[config.mk]
export PLATFORM = sky130hd
export DESIGN_NAME = gate_unit_pipe
export DESIGN_NICKNAME = d
export VERILOG_FILES = /design/src/rtl/gate_pkg.sv /design/src/rtl/gate_alu.sv /design/src/rtl/gate_unit_pipe.sv
export SDC_FILE = /design/constraint.sdc
export NUM_CORES = 1
export LEC_CHECK = 0
export BUFFER_PORTS_ARGS = -buffer_cell sky130_fd_sc_hd__buf_2
export CAP_MARGIN = 40
export CORE_MARGIN = 2
export CORE_UTILIZATION = 31
export CTS_BUF_LIST = sky130_fd_sc_hd__clkbuf_4
export DETAILED_ROUTE_END_ITERATION = 8
export PLACE_DENSITY = 0.51
export SLEW_MARGIN = 40
export SYNTH_ARGS = -nofsm -noshare
export SYNTH_HDL_FRONTEND = slang
export SYNTH_HIERARCHICAL = 1
export SYNTH_SLANG_ARGS = --single-unit
[constraint.sdc]
create_clock -name clk -period 2.3 [get_ports clk]
set_clock_uncertainty 0.2 [all_clocks]
set_input_delay 0.345 -clock clk [delete_from_list [all_inputs] [get_ports clk]]
set_output_delay 0.345 -clock clk [all_outputs]
set_load 0.02 [all_outputs]
[src/rtl/gate_pkg.sv]
// Shared definitions for the registered bitwise gate unit.
// Provides the gate opcode enum and its width.
package gate_pkg;

  localparam int OP_W = 3;

  typedef enum logic [OP_W-1:0] {
    OP_AND  = 3'd0,
    OP_OR   = 3'd1,
    OP_NAND = 3'd2,
    OP_NOR  = 3'd3,
    OP_XOR  = 3'd4,
    OP_XNOR = 3'd5,
    OP_NOT  = 3'd6,
    OP_BUF  = 3'd7
  } gate_op_e;

endpackage

[src/rtl/gate_alu.sv]
// Combinational bitwise gate: y = f(left, right) for one of eight ops.
// Ports: left/right WIDTH-bit operands, op gate select, y WIDTH-bit result.
module gate_alu
  import gate_pkg::*;
#(
  parameter int WIDTH = 8
) (
  input  logic [WIDTH-1:0] left,
  input  logic [WIDTH-1:0] right,
  input  gate_op_e         op,
  output logic [WIDTH-1:0] y
);

  // NOT and BUF never look at right, so a garbage
  // right operand cannot leak into their result.
  always_comb begin
    y = '0;
    unique case (op)
      OP_AND:  y = left & right;
      OP_OR:   y = left | right;
      OP_NAND: y = ~(left & right);
      OP_NOR:  y = ~(left | right);
      OP_XOR:  y = left ^ right;
      OP_XNOR: y = ~(left ^ right);
      OP_NOT:  y = ~left;
      OP_BUF:  y = left;
      default: y = '0;
    endcase
  end

endmodule

[src/rtl/gate_unit_pipe.sv]
// Registered gate unit: one-entry output register with valid/ready on
// both sides, optional accumulate chaining and an accepted-beat counter.
// Ports: clk, rst_n (async low); in_valid/in_ready, in_a, in_b, in_op,
// in_acc; out_valid/out_ready, out_y, out_zero, out_ones; beat_cnt.
module gate_unit_pipe
  import gate_pkg::*;
#(
  parameter int WIDTH = 8,
  parameter int CNT_W = 16
) (
  input  logic             clk,
  input  logic             rst_n,
  input  logic             in_valid,
  output logic             in_ready,
  input  logic [WIDTH-1:0] in_a,
  input  logic [WIDTH-1:0] in_b,
  input  logic [OP_W-1:0]  in_op,
  input  logic             in_acc,
  output logic             out_valid,
  input  logic             out_ready,
  output logic [WIDTH-1:0] out_y,
  output logic             out_zero,
  output logic             out_ones,
  output logic [CNT_W-1:0] beat_cnt
);

  logic             out_valid_q, out_valid_d;
  logic [WIDTH-1:0] out_y_q, out_y_d;
  logic             out_zero_q, out_zero_d;
  logic             out_ones_q, out_ones_d;
  logic [WIDTH-1:0] acc_q, acc_d;
  logic [CNT_W-1:0] beat_cnt_q, beat_cnt_d;

  logic             accept;
  logic [WIDTH-1:0] left, right, res;

  // Ready depends only on the output side, never on in_valid.
  assign in_ready = !out_valid_q || out_ready;
  assign accept   = in_valid && in_ready;

  assign left  = in_acc ? acc_q : in_a;
  assign right = in_acc ? in_a  : in_b;

  gate_alu #(
    .WIDTH(WIDTH)
  ) u_alu (
    .left (left),
    .right(right),
    .op   (gate_op_e'(in_op)),
    .y    (res)
  );

  always_comb begin
    out_valid_d = out_valid_q;
    out_y_d     = out_y_q;
    out_zero_d  = out_zero_q;
    out_ones_d  = out_ones_q;
    acc_d       = acc_q;
    beat_cnt_d  = beat_cnt_q;
    if (accept) begin
      // A pop in the same cycle is simply overwritten.
      out_valid_d = 1'b1;
      out_y_d     = res;
      out_zero_d  = ~|res;
      out_ones_d  = &res;
      acc_d       = res;
      beat_cnt_d  = beat_cnt_q + CNT_W'(1);
    end else if (out_valid_q && out_ready) begin
      out_valid_d = 1'b0;
    end
  end

  always_ff @(posedge clk or negedge rst_n) begin
    if (!rst_n) begin
      out_valid_q <= 1'b0;
      out_y_q     <= '0;
      out_zero_q  <= 1'b1;
      out_ones_q  <= 1'b0;
      acc_q       <= '0;
      beat_cnt_q  <= '0;
    end else begin
      out_valid_q <= out_valid_d;
      out_y_q     <= out_y_d;
      out_zero_q  <= out_zero_d;
      out_ones_q  <= out_ones_d;
      acc_q       <= acc_d;
      beat_cnt_q  <= beat_cnt_d;
    end
  end

  assign out_valid = out_valid_q;
  assign out_y     = out_y_q;
  assign out_zero  = out_zero_q;
  assign out_ones  = out_ones_q;
  assign beat_cnt  = beat_cnt_q;

endmodule
; ---- Word-level counts from Yosys, hierarchy flattened
; Cells that the tools add are included.
[classes]
addsub = 1
n_eq_ne = 7
mux = 5
bitwise_logic = 7
n_reduce_logical = 9
[op_table]
columns = op, count
row1 = one-hot mux 8 bit (8 select lines), 1
row2 = inverter 8 bit, 4
row3 = adder 16 x 1 -> 16 bit (second input constant), 1
row4 = two-way mux 8 bit, 2
row5 = == test 3 bit (second input constant), 4
row6 = AND 8 bit, 1
row7 = OR 8 bit, 1
row8 = AND reduction 8 bit, 1
row9 = OR reduction 8 bit, 1
row10 = XOR 8 bit, 1
row11 = == test 3 x 2 -> 1 bit (second input constant), 2
row12 = == test 3 x 1 -> 1 bit (second input constant), 1
row13 = zero test 3 bit, 1
row14 = logical AND 1 bit, 2
row15 = zero test 1 bit, 2
row16 = two-way mux 1 bit, 2
row17 = nonzero test 2 bit, 1
row18 = logical OR 1 bit, 1
[word_totals]
ff_bits = 27
out_inout_bits = 28
wordCells = 34

; ---- Depth between registers and ports, before layout
; Gate-level depths: netlist (run 1).
[logic_depth]
ltp_word = 6
depth_mapped = 12
ltp_nobuf = 10

; ---- Modules after synthesis
; Netlist (run 1), hierarchy kept.
[by_module_without_submodules]
columns = mod, instances, cells_each, area_per_inst_um2, seq_area_each_um2
row1 = gate_unit_pipe, 1, 108, 1321.3, 676.9
row2 = gate_alu, 1, 111, 799.5, 0.0

; ---- Worst setup path before layout (run 1)
; Ideal clock, no wire load.
[synth_path]
path_kind = input to register
start = in in_acc
end = reg out_ones_q (netlist: out_ones)
arrival_ps = 2446
required_time_ps = 2004
setup_slack_ps = -442
stages = 10
path_cell_list = clkbuf_1 buf_1 mux2_2 ha_1 inv_1 mux2i_1 a221o_1 a31oi_1 nand4_1 o31ai_1
[synth_via]
elab_chain_len = 5
word_cells_on_any_way = 11
classes_between = mux: 3 / bitwise: 7 / reduce/logical: 1
[synth_lines]
columns = element, line_no
row1 = "start, declared", gate_unit_pipe.sv:18  ; input logic in_acc,
row2 = two-way mux 8 bit *, gate_unit_pipe.sv:41  ; assign left = in_acc ? acc_q : in_a;
row3 = via left[6], gate_unit_pipe.sv:35  ; logic [WIDTH-1:0] left, right, res;
row4 = XOR 8 bit (tied with other cells), "gate_alu.sv:23, gate_alu.sv:24"
row5 = "inverter 8 bit, on equally long branches", "gate_alu.sv:24, gate_alu.sv:21, gate_alu.sv:22"
row6 = one-hot mux 8 bit (8 select lines) *, gate_alu.sv:18  ; unique case (op)
row7 = via res[6], gate_unit_pipe.sv:35
row8 = AND reduction 8 bit *, gate_unit_pipe.sv:65  ; out_ones_d = &res;
row9 = "end signal, assigned", gate_unit_pipe.sv:85  ; out_ones_q <= out_ones_d;
row10 = "end, declared", gate_unit_pipe.sv:30  ; logic out_ones_q, out_ones_d;
; Mark *: on every way through the listed nets, which the timed path passes. The rest lies on a longest branch.
; A chain may end at the register's enable or synchronous reset.

; ---- Worst setup path after layout (run 1)
[layout_path]
start = reg acc_q[0]
end = reg out_ones_q (netlist: out_ones)
[layout_via]
elab_chain_len = 5
word_cells_on_any_way = 10
classes_between = mux: 2 / bitwise: 7 / reduce/logical: 1
[layout_lines]
columns = element, line_no
row1 = "start, declared", gate_unit_pipe.sv:31  ; logic [WIDTH-1:0] acc_q, acc_d;
row2 = "start signal, assigned", gate_unit_pipe.sv:79  ; acc_q <= '0;
row3 = "start signal, assigned", gate_unit_pipe.sv:86  ; acc_q <= acc_d;
row4 = two-way mux 8 bit *, gate_unit_pipe.sv:41
row5 = via left[0], gate_unit_pipe.sv:35
row6 = XOR 8 bit (tied with other cells), "gate_alu.sv:23, gate_alu.sv:24"
row7 = "inverter 8 bit, on equally long branches", "gate_alu.sv:24, gate_alu.sv:21, gate_alu.sv:22"
row8 = one-hot mux 8 bit (8 select lines) *, gate_alu.sv:18
row9 = via res[0], gate_unit_pipe.sv:35
row10 = AND reduction 8 bit *, gate_unit_pipe.sv:65
; Marked as above.

==> out/results.ini, run 1 <==
[outcome]
status=finished, final reports clean

[detailed_routing]
wl_mm=5.277
wl_per_cell_um=14.07
drtPass1Iterations=4
drc=0
wl_met2_mm=2.573
drt_iter0_drc=26
met3_wirelength_um=135
vias=1827
highest_layer=met4
antenna_left=0
wl_met1_mm=2.540
viasPerCell=4.872

[cells_and_area]
fin_cells=375
diodes=0
layout.nets=337
final_area_um2=2894
layout-drive-gt1-share_pct=46.78
area.growth.synth_to_final_pct=36.46

[setup_path]
cp-end-kind=register
crit_family=compound AO/OA/AOI/OAI gates
crit_path_max_incr_delay_ns=0.41
crit_type=reg2reg
arrival_ns=2.29
cp_num_buf_inv=1
slowest_stage=dfrtp_1
critPathMaxFanout=3
critical_path.cell_chain=mux2_4 > inv_2 > ha_4 > mux2i_1 > a221o_1 > a31oi_4 > nand4_1 > o31ai_2
critPathLaunchType=register
cp.required_ns=2.33

[floorplanning]
die_area_um2=7519
start_util_pct=31.56
rows=30
die_w_um=86.71
core-area_um2=6719
die_h_um=86.71
pin_count=52

[cts]
cts_tree=built
cts_root_buf=clkbuf_4
cts.htree.levels=1
path_clk_slew_ns=0.14
cts_max_path_buffers=2
clk_latency_ns=0.32
clock-sinks=27
numCtsBuffers=3

[synth]
synth_area_per_cell_um2=9.684
ys_seq_area_share_pct=31.92
ys_async_sr_fraction_pct=100.0
ys_types=31
ys_ff_latch=27
synth-edff-count=0
syn_nets=260
syn_area_um2=2121
ys_warn_count=6
synth_cells=219
yosys_most_used_dff=dfrtp_1

[timing]
rsz0062_at_grt=true
maxSlewViolCount=0
timing.final.crit_share_pct=98.23
finalSetupViolations=0
period_minus_slack_ns=2.259
fmax_mhz=442.6
tightest_slew_ns=0.6128
slew_headroom_pct=59.15
hold_viol_final=0

[place]
hpwl_mm=3.835
gp_congestion=0.7364
port-buffer-count=51
dpl-instance-area_um2=2681
place_inst=365

[power_and_ir_drop]
p_leak_uw=0.001376
max-vdd-ir-drop_mv=0.4501
power_density_nw_per_um2=659.2

[grt]
gr-total-overflow=0
grt_pass1_wl_mm=8.404
grt_use_total_pct=13.83
grt_max_degree=28
first_global_vias=1770
antenna_found_initial=0

[run]
cap_violations=0

[min_path]
hold_class=in2reg

metrics by stage:
stage	power, uW	hold slack, ns	setup TNS [ns]	utilization, %	setup WS, ns
2_1_floorplan	1249	-0.1506	-0.01753	-	-0.01753
3_3_place_gp	1584	0.2036	-1.311	39.91	-0.2404
3_5_place_dp	1592	0.2000	-1.538	39.91	-0.3151
4_1_cts	1860	0.03914	0	41.34	0.01304
5_1_grt	2054	0.04098	-0.1372	43.07	-0.08090
6_report	1908	0.05859	0	43.07	0.04079
registers in the layout (all words and copies together) (netlist names):
register   cells
out_ones       1
beat_cnt      16
out_zero       1
acc_q          8
out_valid      1
power by group:
part           switching, uW  total (uW)  internal, uW
Sequential              98.5         676           577
Combinational            517        1020           501
Clock                    134         213          79.6
what timing repair did:
action	in CTS	in global routing
cloned	0	0
pin swaps	2	11
endpoints found under the hold margin	26	0
hold buffers	1	0
setup buffers	2	3
endpoints found under the setup margin	1	2
resized for setup	7	21
cells in the mapped netlist (all sizes together) (2+ instances only):
library cell | number | area (um^2)
inv | 26 | 97.59
clkbuf | 5 | 18.77
nor3b | 7 | 52.55
mux2i | 10 | 100.1
ha | 17 | 212.7
buf | 7 | 63.81
dfrtp | 26 | 650.6
a21oi | 2 | 10.01
and4 | 2 | 17.52
nand3 | 7 | 35.03
nand2b | 2 | 12.51
nor4 | 2 | 12.51
nand4 | 6 | 37.54
xnor2 | 24 | 210.2
nand2 | 14 | 52.55
a31oi | 12 | 75.07
a221o | 6 | 60.06
and3 | 2 | 12.51
nor2 | 10 | 37.54
mux2 | 25 | 281.5
placed cells by master, fill, tap and decap left out:
master / instances
buf_2: 51
buf_4: 30
dfrtp_1: 26
xnor2_1: 24
inv_1: 18
mux2_2: 14
nand2_1: 14
mux2_4: 11
nor2_1: 10
ha_1: 10
mux2i_1: 8
nand3_1: 7
nor3b_1: 7
inv_2: 7
nand4_1: 6
a221o_1: 6
a31oi_1: 6
ha_4: 6
clkbuf_4: 4
a31oi_2: 4
nand2b_1: 2
and4_1: 2
and3_1: 2
buf_12: 2
a21oi_1: 2
mux2i_2: 2
a31oi_4: 2
xor2_1: 1
or4b_1: 1
nor4_2: 1
nor4_1: 1
o21ai_1: 1
o31ai_2: 1
dlygate4sd3_1: 1
dfstp_2: 1
inv_4: 1
nor2b_1: 1
or3_1: 1
ha_2: 1
per-layer routing:
layer,vias up,track usage (%)
met4,0,3.409
met3,2,0.9524
met1,888,19.66
met2,31,22.87
met5,-,0
li1,906,-
logic make-up (layout without fill, tap and decap cells):
kind of cell | Yosys count | in the layout | share of synthesized area [%]
AOI/OAI and AO/OA | 22 | 22 | 7.434
adders and majority gates | 17 | 17 | 10.03
DFF | 27 | 27 | 31.92
xor gates and xnor gates | 25 | 25 | 10.32
muxes | 35 | 35 | 17.99
buffers and inverters | 38 | 114 | 8.495
and+or+nand+nor | 55 | 55 | 13.81
worst min-delay path, stage by stage:
cell and delay (ns):
buf_2 0.11, inv_1 0.05, nand2_1 0.05
path summary, 6_finish.rpt:
kind | start | end | slack, ns | depth (start not counted)
worst max-delay path | acc_q[0] | out_ones | 0.04 | 8
min in group asynchronous | rst_n | out_valid | 0.35 | 2
max in group asynchronous | rst_n | acc_q[3] | 1.15 | 2
worst max register to register | acc_q[0] | out_ones | 0.04 | 8
worst min register to register | out_zero | out_zero | 0.28 | 2
worst min-delay path | in_valid | out_valid | 0.06 | 3
area by class of cell:
cell class	count	area [um^2]
Inverter	26	100.1
Sequential cell	27	676.9
Multi-Input combinational cell	154	1456
Clock buffer	4	30.03
Fill cell	670	3825
Tap cell	80	100.1
Timing Repair Buffer	84	530.5
No activity file was read; power rests on OpenSTA's default activity.
==> run 2, diff against run 1 <==
==> constraint.sdc (replaced) <==
create_clock -name clk -period 2.3 [get_ports clk]
set_clock_uncertainty 0.2 [all_clocks]
set_input_delay 0.46 -clock clk [delete_from_list [all_inputs] [get_ports clk]]
set_output_delay 0.46 -clock clk [all_outputs]
set_load 0.02 [all_outputs]
==> out/results.ini, run 2 (same netlist as run 1, synthesis figures left out) <==
[outcome]
status=finished, final reports clean

[timing]
tightest_slew_ns=0.6054
finalSetupViolations=0
maxSlewViolCount=0
fmax_mhz=448.1
fin_hold_ws_ns=0.1810
timing.final.crit_share_pct=97.04
hold_viol_final=0
period_minus_slack_ns=2.232
rsz0062_at_grt=true
fin_tns_setup_ns=0
slew_headroom_pct=59.64

[setup_path]
crit_family=buffers and inverters
crit_path_max_incr_delay_ns=0.28
critPathLaunchType=input port
cp.required_ns=2.31
critical_path.cell_chain=buf_6 > buf_12 > mux2_2 > inv_1 > ha_1 > nor3b_1 > a31oi_1 > a31oi_4 > buf_4 > buf_4 > mux2_2
crit_cells=11
arrival_ns=2.24
cp-end-kind=register
crit_type=in2reg
critPathMaxFanout=8
rr_worst_depth=8
slowest_stage=ha_1
cp_num_buf_inv=5

[min_path]
hold_class=in2reg
hold_depth=3

[floorplanning]
die_w_um=86.71
die_h_um=86.71
die_area_um2=7519
rows=30
pin_count=52
start_util_pct=31.56
core-area_um2=6719

[cells_and_area]
diodes=0
layout_commonest_cell=buf_2
final_cell_mix=50 x buf_2, 32 x buf_4, 26 x dfrtp_1
layout.nets=340
area.growth.synth_to_final_pct=38.70
largest_register_ffs=16
layout-drive-gt1-share_pct=47.65
fin_cells=378
fin_util_pct=43.78

[place]
place_inst=367
port-buffer-count=51
gp_congestion=0.7624
hpwl_mm=3.900

[detailed_routing]
wl_mm=5.153
drt_iter0_drc=36
vias=1851
wl_per_cell_um=13.63
drtPass1Iterations=4
viasPerCell=4.897
antenna_left=0
drc=0

[power_and_ir_drop]
max-vdd-ir-drop_mv=0.4263
p_leak_uw=0.001403
seqPwrFrac_pct=35.8
intPower_uw=1165
p_sw_uw=754.6
combPwrFrac_pct=53.4
netSwitchingFraction_pct=39.31
clock_power_share_pct=10.8
power_density_nw_per_um2=652.6

[grt]
grtUsageMet1_pct=17.74
gr-total-overflow=0
grt_use_total_pct=13.54
antenna_found_initial=0
grt_util_met2_pct=23.85
grtUsageMet3_pct=1.333
grt_pass1_wl_mm=8.169
grt_max_degree=28
first_global_vias=1706
grt_busiest_layer=met2

[run]
cap_violations=0

[cts]
cts_max_path_buffers=2
clock-sinks=27
path_clk_slew_ns=0.13
cts_tree=built
numCtsBuffers=3
clk_latency_ns=0.31
cts_root_buf=clkbuf_4
cts.htree.levels=1

[run 2: timing repair]
| action | 4_1_cts | 5_1_grt |
|---|---|---|
| pin swaps | 1 | 16 |
| hold buffers | 1 | 0 |
| hold endpoints to repair | 26 | 0 |
| setup endpoints to repair | 2 | 3 |
| buffers inserted | 0 | 6 |
| gates resized for setup | 6 | 28 |
[run 2: path summary, 6_finish.rpt]
check	from	end	slack, ns
setup / recovery	in_acc	acc_q[6]	0.07
hold / removal	in_valid	out_valid	0.18
setup reg to reg	acc_q[4]	out_ones	0.08
hold reg to reg	out_zero	out_zero	0.28
max in group asynchronous	rst_n	acc_q[5]	1.04
min in group asynchronous	rst_n	beat_cnt[1]	0.46
[run 2: stage by stage]
| step | power (uW) | setup slack [ns] | instance area (um^2) |
|---|---|---|---|
| final | 1920 | 0.06816 | 2942 |
| after global routing | 2069 | -0.06036 | 2942 |
| after CTS | 1832 | -0.009802 | 2776 |
| after detailed placement | 1591 | -0.3812 | 2701 |
| after global placement | 1582 | -0.3759 | 2701 |
| after floorplan | 1250 | -0.1325 | 2223 |
[run 2: final cells by class]
type / instances / area, um^2
clock buffers: 4 / 30.03
fillers: 674 / 3777
inverters: 26 / 102.6
multi-input cells: 154 / 1469
flip-flops and latches: 27 / 676.9
well taps: 80 / 100.1
repair buffers: 87 / 563.0
[run 2: tightest hold or removal path, cell delays in order]
cell and delay [ns]:
buf_2 0.11, inv_1 0.05, nand2_1 0.05
[run 2: power groups by stage]
stage	clock, uW	sequential (uW)	combinational [uW]
6_report	207	686	1030
2_1_floorplan	0	801	449
3_5_place_dp	0	696	895
5_1_grt	247	702	1120
3_3_place_gp	0	700	883
4_1_cts	224	689	919
[run 2: layer usage]
layer | vias to the layer above | part of all wire (%)
met2 | 28 | 51
met1 | 909 | 46
met3 | 2 | 3.0
met5 | - | 0
met4 | 0 | 0.54
li1 | 912 | -
==> run 3, diff against run 2 <==
- clock period: 2.3 -> 2.8 ns (I/O delays scaled with it)
==> out/results.ini, run 3 (same netlist as run 1, synthesis figures left out) <==
[cts]
clk_latency_ns=0.33
cts_root_buf=clkbuf_4
cts_setup_buffers=0
cts_max_path_buffers=2
clock-sinks=27
path_clk_slew_ns=0.15
numCtsBuffers=3
cts.repair.resized=0
cts.htree.levels=1
cts_hold_buf=0
cts_tree=built

[floorplanning]
die_h_um=86.71
die_w_um=86.71
start_util_pct=31.56
die_area_um2=7519
pin_count=52
rows=30
core-area_um2=6719

[cells_and_area]
diodes=0
area.growth.synth_to_final_pct=17.94
final_cell_mix=51 x buf_2, 26 x inv_1, 26 x dfrtp_1
layout-drive-gt1-share_pct=33.21
layout_commonest_cell=buf_2
layout.nets=313
largest_register_ffs=16

[grt]
gr-total-overflow=0
grt_max_degree=28
grt_pass1_wl_mm=7.969
antenna_found_initial=0
grt_use_total_pct=13.10
first_global_vias=1630

[timing]
rsz0062_at_grt=false
period_minus_slack_ns=2.451
tightest_slew_ns=0.5916
slew_headroom_pct=60.56
fmax_mhz=408.0
timing.final.crit_share_pct=87.53
worst_slack_ns=0.3491
maxSlewViolCount=0
fin_tns_setup_ns=0
hold_viol_final=0
finalSetupViolations=0

[setup_path]
r2r_start=acc_q[1]
cp-end-kind=register
rr_worst_depth=8
critPathLaunchType=input port
arrival_ns=2.49
rr_endpoint=out_ones
regToRegSetupSlack_ns=0.50
critPathMaxFanout=12
cp.required_ns=2.84
crit_type=in2reg

[detailed_routing]
viasPerCell=4.889
drt_iter0_drc=77
wl_mm=4.672
vias=1716
drc=0
antenna_left=0
wl_per_cell_um=13.31
drtPass1Iterations=4

[run]
cap_violations=0

[place]
port-buffer-count=51
gp_congestion=0.7270
hpwl_mm=3.603
place_ws_ns=-0.003906

[power_and_ir_drop]
max-vdd-ir-drop_mv=0.2729
power_density_nw_per_um2=549.4
total_power_uw=1374
p_leak_uw=0.001211

[outcome]
status=finished, final reports clean

[min_path]
hold_class=in2async

run 3: cell types whose count changed in the layout (fill, tap and decap cells not counted), sizes merged:
cell         delta
clkbuf          -1
dlygate4sd3     -1
buf            -26
clkinv          +1
run 3: metrics by stage:
| step | hold WS [ns] | area [um^2] | std cells | utilization [%] |
|---|---|---|---|---|
| floorplan | 0.06441 | 2125 | 219 | - |
| global placement | 0.2596 | 2474 | 347 | 36.82 |
| detailed placement | 0.2676 | 2474 | 347 | 36.82 |
| CTS | 0.02352 | 2501 | 351 | 37.23 |
| global route | 0.02767 | 2501 | 351 | 37.23 |
| finish | 0.004611 | 2501 | 351 | 37.23 |
run 3: worst max path at each step:
stage                     depth (start not counted)       end  startpoint
after floorplan                                  10  out_ones      in_acc
after global placement                           10  out_ones      in_acc
after detailed placement                         10  out_ones      in_acc
after CTS                                        10  out_ones      in_acc
after global routing                             10  out_ones      in_acc
final                                            10  out_ones      in_acc
run 3: routing by layer:
metal  track usage [%]  part of all wire [%]  vias up
li1                  -                     -      862
met1             19.12                    50      819
met2             21.12                    47       33
met3             1.714                   3.1        2
met4             1.847                  0.58        0
met5                 0                     0        -
run 3: final cells by class:
| class | count | area [um^2] |
|---|---|---|
| sequential | 27 | 676.9 |
| fill | 697 | 4218 |
| timing repair buffer | 60 | 335.3 |
| tap | 80 | 100.1 |
| clock inverter | 1 | 5.005 |
| clock buffer | 3 | 22.52 |
| inverter | 26 | 97.59 |
| multi-input combinational | 154 | 1264 |
run 3: worst max-delay path: stages:
cell	delay, ns
buf_2	0.16
buf_12	0.16
mux2_2	0.37
ha_1	0.22
inv_1	0.05
mux2i_1	0.06
a221o_1	0.30
a31oi_1	0.23
nand4_1	0.13
o31ai_1	0.24
run 3: report_power, final:
group | total [uW] | internal (uW) | leakage (uW) | switching, uW
sequential | 568 | 474 | 0.000341 | 93.7
combinational | 637 | 286 | 0.000853 | 351
clock | 170 | 53.6 | 0.0000177 | 116
total | 1370 | 813 | 0.00121 | 561
